<file path="config.mk">
export PLATFORM = sky130hd
export DESIGN_NAME = axi_lite_cmd_master
export DESIGN_NICKNAME = d
export VERILOG_FILES = /design/src/rtl/axi_lite_cmd_master.sv
export SDC_FILE = /design/constraint.sdc
export NUM_CORES = 1
export LEC_CHECK = 0
export ABC_CLOCK_PERIOD_IN_PS = 2610
export CORE_AREA = 2 2 93 95
export CTS_BUF_LIST = sky130_fd_sc_hd__clkbuf_16
export DETAILED_ROUTE_END_ITERATION = 10
export DIE_AREA = 0 0 95 97
export GPL_TIMING_DRIVEN = 0
export PLACE_DENSITY = 0.84
export SETUP_SLACK_MARGIN = 0.5
export SYNTH_ARGS = -nofsm -noshare
export SYNTH_HDL_FRONTEND = slang
export SYNTH_SLANG_ARGS = --single-unit
</file>
<file path="constraint.sdc">
create_clock -name ACLK -period 2.61 [get_ports ACLK]
set_input_delay 0.522 -clock ACLK [delete_from_list [all_inputs] [get_ports ACLK]]
set_output_delay 0.522 -clock ACLK [all_outputs]
set_load 0.03 [all_outputs]
</file>
<file path="src/rtl/axi_lite_cmd_master.sv">
// Command-port to AXI4-Lite master bridge. Accepts one read or write command,
// runs exactly one AXI4-Lite transaction, then holds a single response beat
// until the consumer takes it. Only one transaction is in flight at a time.
module axi_lite_cmd_master #(
   parameter int ADDR_WIDTH = 4,
   parameter int DATA_WIDTH = 32
) (
   input  logic                  ACLK,
   input  logic                  ARESETN,
   // command port
   input  logic                  cmd_valid,
   output logic                  cmd_ready,
   input  logic                  cmd_write,
   input  logic [ADDR_WIDTH-1:0] cmd_addr,
   input  logic [DATA_WIDTH-1:0] cmd_wdata,
   // response port
   output logic                  rsp_valid,
   input  logic                  rsp_ready,
   output logic                  rsp_write,
   output logic [DATA_WIDTH-1:0] rsp_rdata,
   output logic [1:0]            rsp_resp,
   // AXI write address
   output logic [ADDR_WIDTH-1:0] AWADDR,
   output logic                  AWVALID,
   input  logic                  AWREADY,
   // AXI write data
   output logic [DATA_WIDTH-1:0] WDATA,
   output logic                  WVALID,
   input  logic                  WREADY,
   // AXI write response
   input  logic [1:0]            BRESP,
   input  logic                  BVALID,
   output logic                  BREADY,
   // AXI read address
   output logic [ADDR_WIDTH-1:0] ARADDR,
   output logic                  ARVALID,
   input  logic                  ARREADY,
   // AXI read data
   input  logic [DATA_WIDTH-1:0] RDATA,
   input  logic [1:0]            RRESP,
   input  logic                  RVALID,
   output logic                  RREADY
);

   // state      | meaning
   // S_IDLE     | cmd_ready high, waiting for a command
   // S_WRITE    | AW and W channels driven, each retired independently
   // S_WRESP    | BREADY high, waiting for the write response
   // S_READ     | ARVALID high, waiting for ARREADY
   // S_RDATA_ST | RREADY high, waiting for read data
   // S_RSP      | response beat held until rsp_ready
   typedef enum logic [2:0] {
      S_IDLE,
      S_WRITE,
      S_WRESP,
      S_READ,
      S_RDATA_ST,
      S_RSP
   } state_t;

   state_t state;
   logic   aw_acc;
   logic   w_acc;
   logic   aw_hs;
   logic   w_hs;

   // Handshakes on the two write request channels in the current cycle.
   always_comb begin
      aw_hs = AWVALID && AWREADY;
      w_hs  = WVALID && WREADY;
   end

   // Transaction sequencer; every output is a register so nothing combinational
   // reaches the slave or the command/response ports.
   always_ff @(posedge ACLK or negedge ARESETN) begin
      if (!ARESETN) begin
         state     <= S_IDLE;
         cmd_ready <= 1'b0;
         rsp_valid <= 1'b0;
         rsp_write <= 1'b0;
         rsp_rdata <= '0;
         rsp_resp  <= 2'b00;
         AWADDR    <= '0;
         AWVALID   <= 1'b0;
         WDATA     <= '0;
         WVALID    <= 1'b0;
         BREADY    <= 1'b0;
         ARADDR    <= '0;
         ARVALID   <= 1'b0;
         RREADY    <= 1'b0;
         aw_acc    <= 1'b0;
         w_acc     <= 1'b0;
      end else begin
         case (state)
            S_IDLE: begin
               if (cmd_ready && cmd_valid) begin
                  cmd_ready <= 1'b0;
                  if (cmd_write) begin
                     AWADDR  <= cmd_addr;
                     WDATA   <= cmd_wdata;
                     AWVALID <= 1'b1;
                     WVALID  <= 1'b1;
                     aw_acc  <= 1'b0;
                     w_acc   <= 1'b0;
                     state   <= S_WRITE;
                  end else begin
                     ARADDR  <= cmd_addr;
                     ARVALID <= 1'b1;
                     state   <= S_READ;
                  end
               end else begin
                  // first cycle out of reset lands here with cmd_ready low
                  cmd_ready <= 1'b1;
               end
            end
            S_WRITE: begin
               if (aw_hs) begin
                  AWVALID <= 1'b0;
                  aw_acc  <= 1'b1;
               end
               if (w_hs) begin
                  WVALID <= 1'b0;
                  w_acc  <= 1'b1;
               end
               if ((aw_acc || aw_hs) && (w_acc || w_hs)) begin
                  BREADY <= 1'b1;
                  state  <= S_WRESP;
               end
            end
            S_WRESP: begin
               if (BVALID) begin
                  BREADY    <= 1'b0;
                  rsp_resp  <= BRESP;
                  rsp_write <= 1'b1;
                  rsp_rdata <= '0;
                  rsp_valid <= 1'b1;
                  state     <= S_RSP;
               end
            end
            S_READ: begin
               if (ARREADY) begin
                  ARVALID <= 1'b0;
                  RREADY  <= 1'b1;
                  state   <= S_RDATA_ST;
               end
            end
            S_RDATA_ST: begin
               if (RVALID) begin
                  RREADY    <= 1'b0;
                  rsp_resp  <= RRESP;
                  rsp_write <= 1'b0;
                  rsp_rdata <= RDATA;
                  rsp_valid <= 1'b1;
                  state     <= S_RSP;
               end
            end
            S_RSP: begin
               if (rsp_ready) begin
                  rsp_valid <= 1'b0;
                  cmd_ready <= 1'b1;
                  state     <= S_IDLE;
               end
            end
            default: state <= S_IDLE;
         endcase
      end
   end

endmodule

</file>
==> summary.md, run 1 <==
| Metric | Value |
|---|---|
| Status | finished, final reports clean |
| Fin crit share | 75.6% |
| Worst Setup Path Type | reg -> out |
| DRC viols | 0 |
| Largest delay share family, worst path | buffers and inverters |
| Chip Width | 95 um |
| Filler cells | 583 |
| Worst Tran Pin Value | 0.503 ns |
| Cells after Synth | 311 |
| Crit path buf inv count | 1 |
| Multi-input logic area | 0.00132 mm2 |
| Area Overhead vs Synth | 58.3% |
| Slew Viols, Final | 0 |
| Critical path capture point type | output pin |
| Reg2reg end | ARADDR[2] |
| WP depth | 1 |
| Max-cap viol count | 0 |
| Clock latency on the worst-skew pair | 0.33 ns |
| Final min period | 1.97 ns |
| Post-Route WL | 9140 um |
| Die Y | 97 um |
| Commonest non-fill, non-tap cells in the layout | clkdlybuf4s50_1 (162), dfrtp_1 (87), nand2_1 (75) |
| IO Pins | 164 |
| CTS Sinks | 87 |
| Vias in the first global route | 3149 |
| Global route total overflow | 0 |
| Detailed-route via count | 2981 |
| Worst hold path class | in -> async |
| CTS tree | done |
| Share of cells above drive strength 1 | 14.9% |
| Core area | 0.00813 mm2 |
| PwrDens | 1270 mW/mm2 |
| H-Tree Depth | 3 |
| TNS Setup | 0 ns |
| Setup violations, final | 0 |
| Post-CTS Repair Setup Buffers | 0 |
| NumNets Final | 568 |
| Final core utilization | 70.3% |
| FP Rows | 33 |
| Synthesis-stage register bit count | 87 |
| Syn nets | 393 |
| Tot GR Track Use | 20.5% |
| Drt initial violations | 72 |
| Reg area | 0.00218 mm2 |
| Cts bufs inserted | 9 |
| IO buf count | 163 |
| Slowest cell delay on critical path | 0.70 ns |
| Clock transition at path regs | 0.06 ns |
| Routed len/inst | 15.3 um |
| Register area share after synthesis | 60.2% |
| Peak supply drop | 0.875 mV |
| Routed Antenna Nets | 0 |
| Slowest CP cell | clkdlybuf4s50_1 |
| Flop2flop setup slack | 0.83 ns |
| Critical path peak fanout | 5 |
| Leading cell type in the layout, fill and taps excluded | clkdlybuf4s50_1 |
| Yosys warnings | 0 |
| R2R Path Start | state[2] |
| Die ar. | 0.00922 mm2 |
| Required time at the worst-slack endpoint | 2.09 ns |
| Largest net degree at the start of global routing | 57 |
| Avg Inst Size Synth | 11.6 um2 |
| Final GP Congestion | 0.816 |
| First-pass GRT wire length | 14900 um |
| RSZ-0062 raised after global routing | false |
| CP cell instances | clkdlybuf4s50_1 |
| # diodes | 0 |
| Max frequency | 507 MHz |
| Mapped Area | 0.00361 mm2 |
| CP arrival | 1.45 ns |
| Vias per cell | 5.00 |
| Initial antenna violation count | 0 |
| Initial Utilization | 44.4% |
| Critical path startpoint category | flop |
| R2R cell count | 3 |
| Fin. Hold Viols | 0 |
| Initial DRT Pass Iterations | 4 |
| Root Driver | clkbuf_16 |
| Leakage | 2.47 nW |
| Clk_skew | 0.00578 ns |
| Clk buf depth | 2 |
| Post-synth cell types | 32 |
| Max_slew headroom | 66.4% |
| HPWL after detailed placement | 6750 um |
==> flip-flops by register name (all words and copies together) (netlist names), 2 cells and up <==
register / count
WDATA: 32
state: 3
AWADDR: 4
ARADDR: 4
rsp_rdata: 32
rsp_resp: 2
==> power by group <==
part           switching, W  internal (W)  leakage (nW)
clock network      0.000512      0.000832         0.154
logic               0.00200       0.00165          1.22
registers          0.000329       0.00192          1.10
total               0.00284       0.00440          2.47
==> synth_stat cells <==
| cell type | n | area share (%) |
|---|---|---|
| a211oi_1 | 2 | 0.42 |
| a21boi_0 | 1 | 0.21 |
| a21o_1 | 1 | 0.21 |
| a21oi_1 | 13 | 1.8 |
| a31oi_1 | 3 | 0.52 |
| a32oi_1 | 1 | 0.24 |
| and3_1 | 2 | 0.35 |
| and3b_1 | 2 | 0.48 |
| and4bb_4 | 1 | 0.45 |
| buf_2 | 6 | 0.83 |
| buf_4 | 3 | 0.62 |
| buf_6 | 3 | 0.93 |
| clkbuf_1 | 6 | 0.62 |
| clkinv_1 | 2 | 0.21 |
| dfrtp_1 | 87 | 60 |
| inv_1 | 2 | 0.21 |
| mux2_2 | 22 | 6.9 |
| mux2_4 | 18 | 7.5 |
| mux2i_1 | 4 | 1.1 |
| nand2_1 | 75 | 7.8 |
| nand3_1 | 3 | 0.42 |
| nand3_2 | 1 | 0.28 |
| nand3b_1 | 1 | 0.21 |
| nand4_1 | 1 | 0.17 |
| nor2_1 | 7 | 0.73 |
| nor2b_1 | 2 | 0.35 |
| nor3b_2 | 1 | 0.35 |
| o211ai_1 | 1 | 0.21 |
| o21ai_0 | 36 | 5.0 |
| o21ai_1 | 2 | 0.28 |
| o311ai_0 | 1 | 0.24 |
| o31ai_1 | 1 | 0.21 |
==> layout make-up <==
cell class	count	share of cell area, %
Multi-Input combinational cell	202	23.0
Clock buffer	9	3.94
Clock inverter	7	1.55
Timing Repair Buffer	164	29.0
Inverter	4	0.262
Sequential cell	87	38.1
Tap cell	105	2.30
Buffer	18	1.92
==> metal layers <==
layer | vias to the layer above | wire (um) | GRT usage [%]
met5 | - | 0 | 0
met4 | 0 | 124 | 7.13
met3 | 11 | 678 | 4.98
met2 | 110 | 4600 | 34.8
met1 | 1447 | 3750 | 25.4
li1 | 1413 | - | -
==> kinds of logic (layout without fill, tap and decap cells) <==
family / Yosys count / after routing / synth area share (%)
compound gates: 62 / 62 / 9.31
buf+inv: 22 / 202 / 3.43
flops: 87 / 87 / 60.2
mux: 44 / 44 / 15.4
simple gates: 96 / 96 / 11.6
==> worst max path at each step <==
stage,startpoint,endpoint,slack (ns)
2_1_floorplan,cmd_ready,ARADDR[0],0.97
3_3_place_gp,ARESETN,WDATA[15],-2.04
3_5_place_dp,BVALID,rsp_rdata[1],0.28
4_1_cts,AWVALID,AWVALID,0.62
5_1_grt,AWVALID,AWVALID,0.59
6_report,AWVALID,AWVALID,0.64
==> timing repair <==
| action | CTS | global route |
|---|---|---|
| setup endpoints to repair | 0 | 7 |
| endpoints found under the hold margin | 0 | 0 |
| hold buffers | 0 | 0 |
| gates resized for setup | 0 | 3 |
==> per-stage QoR <==
| stage | hold slack [ns] | power, W | setup WS [ns] | area [um2] | cells |
|---|---|---|---|---|---|
| finish | 0.128 | 0.00724 | 0.637 | 5720 | 596 |
| global route | 0.161 | 0.00763 | 0.591 | 5720 | 596 |
| CTS | 0.140 | 0.00729 | 0.619 | 5720 | 596 |
| detailed placement | 0.465 | 0.00592 | 0.279 | 5400 | 580 |
| global placement | 0.461 | 0.00582 | -2.04 | 5380 | 579 |
| floorplan | 0.226 | 0.00438 | 0.971 | 3610 | 311 |
Note: power is estimated with default switching activity, not from simulation.
==> inputs of run 2 (changes only) <==
- ABC_CLOCK_PERIOD_IN_PS: 2610 -> 2000
- CORE_AREA: 2 2 93 95 -> 2 2 96 98
- DIE_AREA: 0 0 95 97 -> 0 0 98 100
- PLACE_DENSITY: 0.84 -> 0.8
- clock period: 2.61 -> 2 ns (I/O delays scaled with it)
==> run 2 against run 1 <==
  * Critical path depth rose by 4
  * Final cell count rose by 2.9%
  * Register-to-register slack got worse by 0.40 ns
  * Clock power rose by 13%
  * Non-clock buffer count rose by 11
  * Critical endpoint is now WDATA[24]
  * Routed wire length rose by 1.9%
  * Die area rose by 6.3%
  * Combinational power rose by 26%
  * Design area rose by 0.96%
  * Worst hold slack improved by 0.35 ns
  * Sequential power rose by 31%
  * Clock skew barely moved
  * Largest cell class unchanged
==> summary.md, run 2 (synthesis results as in run 1) <==
| Metric | Value |
|---|---|
| Status | finished, final reports clean |
| GR Util met3 | 4.11% (-0.88 points) |
| Post-Route WL | 9320 um (+1.9%) |
| Final GP Congestion | 0.803 (-1.7%) |
| CTS Sinks | 87 (unchanged) |
| Critical path capture point type | flop |
| Core area | 0.00889 mm2 (+9.3%) |
| Required time at the worst-slack endpoint | 2.21 ns (+0.12 ns) |
| Critical path origin | state[2] |
| Clock latency on the worst-skew pair | 0.32 ns (about the same) |
| NumNets Final | 579 (+1.9%) |
| CP cell instances | and4bb_4 > nand3_4 > buf_8 > buf_12 > mux2_4 |
| Largest delay share family, worst path | simple AND/OR/NAND/NOR gates |
| FP Rows | 35 (+6.1%) |
| HPWL after detailed placement | 6750 um (about the same) |
| Share of cells above drive strength 1 | 23.5% (+8.6 points) |
| CTS tree | done |
| First-pass GRT wire length | 15100 um (+1.2%) |
| Initial antenna violation count | 0 (unchanged) |
| Fin. Hold Viols | 0 (unchanged) |
| Max_slew headroom | 77.0% (+11 points) |
| Worst Setup Path Type | reg -> reg |
| Clk_skew | 0.00599 ns (+0.000215 ns) |
| Vias in the first global route | 3074 (-2.4%) |
| Flop2flop setup slack | 0.43 ns (-0.40 ns) |
| Vias per cell | 4.87 (-2.5%) |
| Placement-stage cell area | 0.00542 mm2 (+0.42%) |
| Final Cell Area | 0.00578 mm2 (+0.96%) |
| Hold Worst Slack | 0.480 ns (+0.352 ns) |
| IO Pins | 164 (unchanged) |
| Drt initial violations | 105 (+46%) |
| Slowest cell delay on critical path | 0.41 ns (-0.29 ns) |
| Setup slack after layout | 0.427 ns (-0.211 ns) |
| Critical path peak fanout | 10 (+5) |
| Setup violations, final | 0 (unchanged) |
| Hold Path Stages | 2 |
| Placed Cells | 586 (+1.0%) |
| Fin crit share | 78.7% |
| Reg2reg end | WDATA[24] |
| Root Driver | clkbuf_16 |
| Tot GR Track Use | 19.1% (-1.4 points) |
| Cts bufs inserted | 9 (unchanged) |
| Critical path startpoint category | flop |
| Final core utilization | 65.0% (-5.4 points) |
| Worst hold path class | reg -> reg |
| Slowest CP cell | dfrtp_2 |
| Largest regs | WDATA x32, rsp_rdata x32 |
| Commonest non-fill, non-tap cells in the layout | dfrtp_1 (85), clkdlybuf4s50_1 (77), nand2_1 (75) |
| Leakage | 2.66 nW (+7.5%) |
| Clk buf depth | 2 (unchanged) |
| Detailed-route via count | 2988 (+0.23%) |
| Die Y | 100 um (+3.1%) |
| Peak supply drop | 0.989 mV (+13%) |
| Die ar. | 0.00980 mm2 (+6.3%) |
| Initial DRT Pass Iterations | 4 (unchanged) |
| Crit path capture | WDATA[24] |
| Met1 Use GR | 24.7% (-0.62 points) |
| Final min period | 1.57 ns |
| RSZ-0062 raised after global routing | true |
| Worst Tran Pin Value | 0.344 ns (-0.158 ns) |
| Routed len/inst | 15.2 um (-0.89%) |
| IO buf count | 163 (unchanged) |
| Leading cell type in the layout, fill and taps excluded | dfrtp_1 |
| Clock transition at path regs | 0.06 ns (about the same) |
| Largest net degree at the start of global routing | 70 (+23%) |
| Max-cap viol count | 0 (unchanged) |
| PwrDens | 1560 mW/mm2 (+24%) |
| Layer with the highest usage | met2 |
| Post-route insts no fill | 613 (+2.9%) |
| CP arrival | 1.78 ns (+0.33 ns) |
| Area Overhead vs Synth | 59.8% |
| Pre-CTS setup slack | -0.146 ns (-0.425 ns) |
| H-Tree Depth | 3 (unchanged) |
| Routed Antenna Nets | 0 (unchanged) |
| Met2 Track Usage GR | 32.3% (-2.4 points) |
| DRC viols | 0 (unchanged) |
| WP depth | 5 (+4) |
| Max frequency | 636 MHz |
| Global route total overflow | 0 (unchanged) |
| Slew Viols, Final | 0 (unchanged) |
| Initial Utilization | 40.6% (-3.8 points) |
| R2R Path Start | state[2] |
| Crit path buf inv count | 2 (+1) |
| # diodes | 0 (unchanged) |
| Chip Width | 98 um (+3.2%) |
| R2R cell count | 5 (+2) |
## run 2: changes by cell type in the layout (fill, tap and decap cells not counted), moves of 3 or more
cell,change
dlygate4sd2_1,+20
clkbuf_2,+22
clkbuf_1,-4
clkdlybuf4s50_1,-85
buf_2,-3
clkdlybuf4s15_1,+41
buf_6,+6
o21ai_0,-19
o21ai_1,+19
mux2_4,+4
mux2_2,-4
buf_4,+7
## run 2: layout make-up
type                            count  area [um2]
Sequential cell                    87        2180
Fill cell                         709        3110
Buffer                             18         191
Clock buffer                        9         225
Clock inverter                      7        48.8
Timing Repair Buffer              175        1610
Tap cell                          111         139
Multi-Input combinational cell    202        1360
Inverter                            4        20.0
## run 2: timing repair
action / 4_1_cts / 5_1_grt
gates resized for setup: 132 / 108
setup endpoints to repair: 158 / 136
buffers inserted: 10 / 0
hold buffers: 1 / 0
pin swaps: 1 / 2
hold endpoints to repair: 18 / 0
## run 2: through the flow
stage	TNS, ns	power [W]
6_report	0	0.00903
5_1_grt	0	0.00954
4_1_cts	0	0.00902
3_5_place_dp	-4.88	0.00776
3_3_place_gp	-223.17	0.00764
2_1_floorplan	0	0.00574
## run 2: worst min path at each step
stage | slack [ns] | from | to
6_report | 0.48 | rsp_rdata[15] | rsp_rdata[15]
5_1_grt | 0.51 | ARESETN | WDATA[9]
4_1_cts | 0.48 | rsp_resp[1] | rsp_resp[1]
2_1_floorplan | 0.10 | ARESETN | ARADDR[0]
3_3_place_gp | 0.46 | w_acc | w_acc
3_5_place_dp | 0.30 | ARESETN | WDATA[25]
## run 2: where the power goes
part	internal (W)	total, W	switching (W)	leakage, nW
clock network	0.000841	0.00151	0.000673	0.131
logic	0.00189	0.00458	0.00268	1.43
registers	0.00251	0.00294	0.000431	1.10
## run 2: layer usage
layer | up-vias | routed length (um)
met3 | 13 | 504
met1 | 1448 | 3920
met2 | 98 | 4750
li1 | 1429 | -
met5 | - | 0
met4 | 0 | 142
## run 2: worst reg2reg max path, stage by stage, from the launching register on
cell      delay [ns]
dfrtp_2         0.41
and4bb_4        0.37
nand3_4         0.09
buf_8           0.15
buf_12          0.14
mux2_4          0.30
==> inputs of run 3 (changes only) <==
- ABC_CLOCK_PERIOD_IN_PS: 2000 -> 1280
- CORE_AREA: 2 2 96 98 -> 2 2 101 103
- DIE_AREA: 0 0 98 100 -> 0 0 103 105
- PLACE_DENSITY: 0.8 -> 0.76
- clock period: 2 -> 1.28 ns (I/O delays scaled with it)
==> run 3 against run 2 <==
  * The run now ends with negative hold slack, negative setup slack left
  * Combinational power rose by 130%
  * Critical endpoint is now ARADDR[0]
  * Utilization rose by 6.6 points
  * Final cell count is 13% higher
==> summary.md, run 3 (synthesis results as in run 1) <==
| Metric | Value |
|---|---|
| Tot GR Track Use | 20.4% (+1.4 points) |
| FP Rows | 36 (+2.9%) |
| Initial Utilization | 37.5% (-3.2 points) |
| Largest regs | WDATA x32, rsp_rdata x32 |
| Clk_skew | 0.00811 ns (+0.00212 ns) |
| Final GP Congestion | 0.772 (-3.8%) |
| CTS Sinks | 87 (unchanged) |
| Net Sw Frac | 38.4% (-3.5 points) |
| RSZ-0062 raised after global routing | true |
| Peak supply drop | 1.41 mV (+43%) |
| Leading cell type in the layout, fill and taps excluded | buf_6 |
| Max_slew headroom | 62.0% (-15 points) |
| Worst Setup Path Type | reg -> reg |
| Largest net degree at the start of global routing | 46 (-34%) |
| Routed len/inst | 16.3 um (+6.9%) |
| Cts bufs inserted | 9 (unchanged) |
| Hold Worst Slack | -0.0812 ns (-0.561 ns) |
| CP arrival | 1.85 ns (+0.07 ns) |
| DRC viols | 0 (unchanged) |
| Drt initial violations | 98 (-6.7%) |
| Post-Route WL | 11200 um (+20%) |
| Commonest non-fill, non-tap cells in the layout | buf_6 (106), dfrtp_1 (82), clkdlybuf4s50_1 (79) |
| Root Driver | clkbuf_16 |
| Setup slack after layout | -0.358 ns (-0.784 ns) |
| PwrDens | 2590 mW/mm2 (+66%) |
| Chip Width | 103 um (+5.1%) |
| Vias per cell | 4.85 (-0.48%) |
| Critical path startpoint category | flop |
| Worst Tran Pin Value | 0.569 ns (+0.225 ns) |
| Global route total overflow | 0 (unchanged) |
| Setup violations, final | 83 (+83) |
| Total Power | 0.0179 W (+98%) |
| First-pass GRT wire length | 17300 um (+14%) |
| Final min period | 1.64 ns (+0.0641 ns) |
| Die ar. | 0.0108 mm2 (+10%) |
| Initial antenna violation count | 0 (unchanged) |
| Max frequency | 611 MHz (-3.9%) |
| Detailed-route via count | 3352 (+12%) |
| Leakage | 3.19 nW (+20%) |
| Share of cells above drive strength 1 | 45.7% (+22 points) |
| Reg2reg end | ARADDR[0] |
| R2R cell count | 5 (unchanged) |
| Clock latency on the worst-skew pair | 0.33 ns (about the same) |
| Internal power | 0.0110 W (+110%) |
| Critical path capture point type | flop |
| Combinational share of power | 57.9% (+7.2 points) |
| Required time at the worst-slack endpoint | 1.50 ns (-0.71 ns) |
| Routed Antenna Nets | 0 (unchanged) |
| NumNets Final | 635 (+9.7%) |
| H-Tree Depth | 3 (unchanged) |
| HPWL after detailed placement | 6910 um (+2.3%) |
| Clk pwr share | 15.2% (-1.6 points) |
| Flop2flop setup slack | -0.36 ns (-0.78 ns) |
| Sequential group share of total power | 27.0% (-5.6 points) |
| Failing checks | negative hold slack, negative setup slack |
| # diodes | 0 (unchanged) |
| Area Overhead vs Synth | 91.0% |
| Slew Viols, Final | 0 (unchanged) |
| IO Pins | 164 (unchanged) |
| Worst hold path class | in -> async |
| Core area | 0.00964 mm2 (+8.4%) |
| Fin crit share | 128% (+49 points) |
| Vias in the first global route | 3503 (+14%) |
| Final core utilization | 71.6% (+6.6 points) |
| Sw power | 0.00686 W (+81%) |
| Max-cap viol count | 0 (unchanged) |
| Initial DRT Pass Iterations | 4 (unchanged) |
| Status | finished with violations |
| Die Y | 105 um (+5.0%) |
| IO buf count | 163 (unchanged) |
| Clock transition at path regs | 0.06 ns (about the same) |
| Critical path peak fanout | 5 (-5) |
| Fin. Hold Viols | 42 (+42) |
| CTS tree | done |
| R2R Path Start | state[1] |
| Clk buf depth | 2 (unchanged) |
-- run 3: cell count changes in the layout (fill, tap and decap cells not counted), sizes merged, moves of 2 or more --
cell and delta:
buf +137, clkdlybuf4s15 -43, clkbuf -20, dlygate4sd2 -20, bufinv +2, clkdlybuf4s50 +2
clkinv +2, clkinvlp -2, inv -2
-- run 3: per-layer routing --
metal,GRT usage [%],vias up,share of wire [%]
met4,7.89,0,2.3
met1,24.4,1631,40
met2,34.7,151,50
li1,-,1548,-
met5,0,-,0
met3,5.35,22,7.8
-- run 3: repair_timing --
| action | CTS | global route |
|---|---|---|
| pin swaps | 13 | 6 |
| setup endpoints to repair | 169 | 169 |
| gates resized for setup | 692 | 23 |
| setup buffers | 42 | 15 |
| gates cloned | 10 | 0 |
| hold endpoints to repair | 42 | 42 |
-- run 3: power groups by stage --
stage,Combinational (W),Sequential [W],Clock (W)
finish,0.0104,0.00483,0.00271
global route,0.0109,0.00494,0.00287
floorplan,0.00232,0.00678,0
detailed placement,0.00757,0.00467,0
CTS,0.00972,0.00480,0.00274
global placement,0.00748,0.00460,0
-- run 3: how the worst max path moves through the flow --
stage | from | endpoint | cells past startpoint
after floorplan | state[2] | WDATA[16] | 5
after global placement | ARESETN | cmd_ready | 1
after detailed placement | BVALID | rsp_rdata[12] | 7
after CTS | state[2] | ARADDR[2] | 5
after global routing | state[1] | ARADDR[0] | 5
final | state[1] | ARADDR[0] | 5
-- run 3: area by class of cell --
cell class	count	area, um2
clock buffers	9	225
inverters	4	32.5
multi-input cells	202	1480
fillers	687	2740
flip-flops and latches	87	2180
repair buffers	231	2460
well taps	133	166
plain buffers	18	277
clock inverters	7	80.1
-- run 3: metrics by stage --
stage / cells / setup WS [ns] / setup TNS [ns] / area, um2
4_1_cts: 676 / -0.325 / -19.36 / 6700
3_5_place_dp: 608 / -0.748 / -45.91 / 5500
3_3_place_gp: 607 / -3.46 / -318.51 / 5470
5_1_grt: 691 / -0.397 / -24.88 / 6900
6_report: 691 / -0.358 / -21.02 / 6900
2_1_floorplan: 311 / -0.248 / -9.74 / 3680
-- run 3: critical path, cell delays in order, from the launching register on --
cell and delay (ns):
dfrtp_1 0.41, and4bb_4 0.36, buf_6 0.11, nor3b_4 0.17, buf_6 0.16, mux2_4 0.30
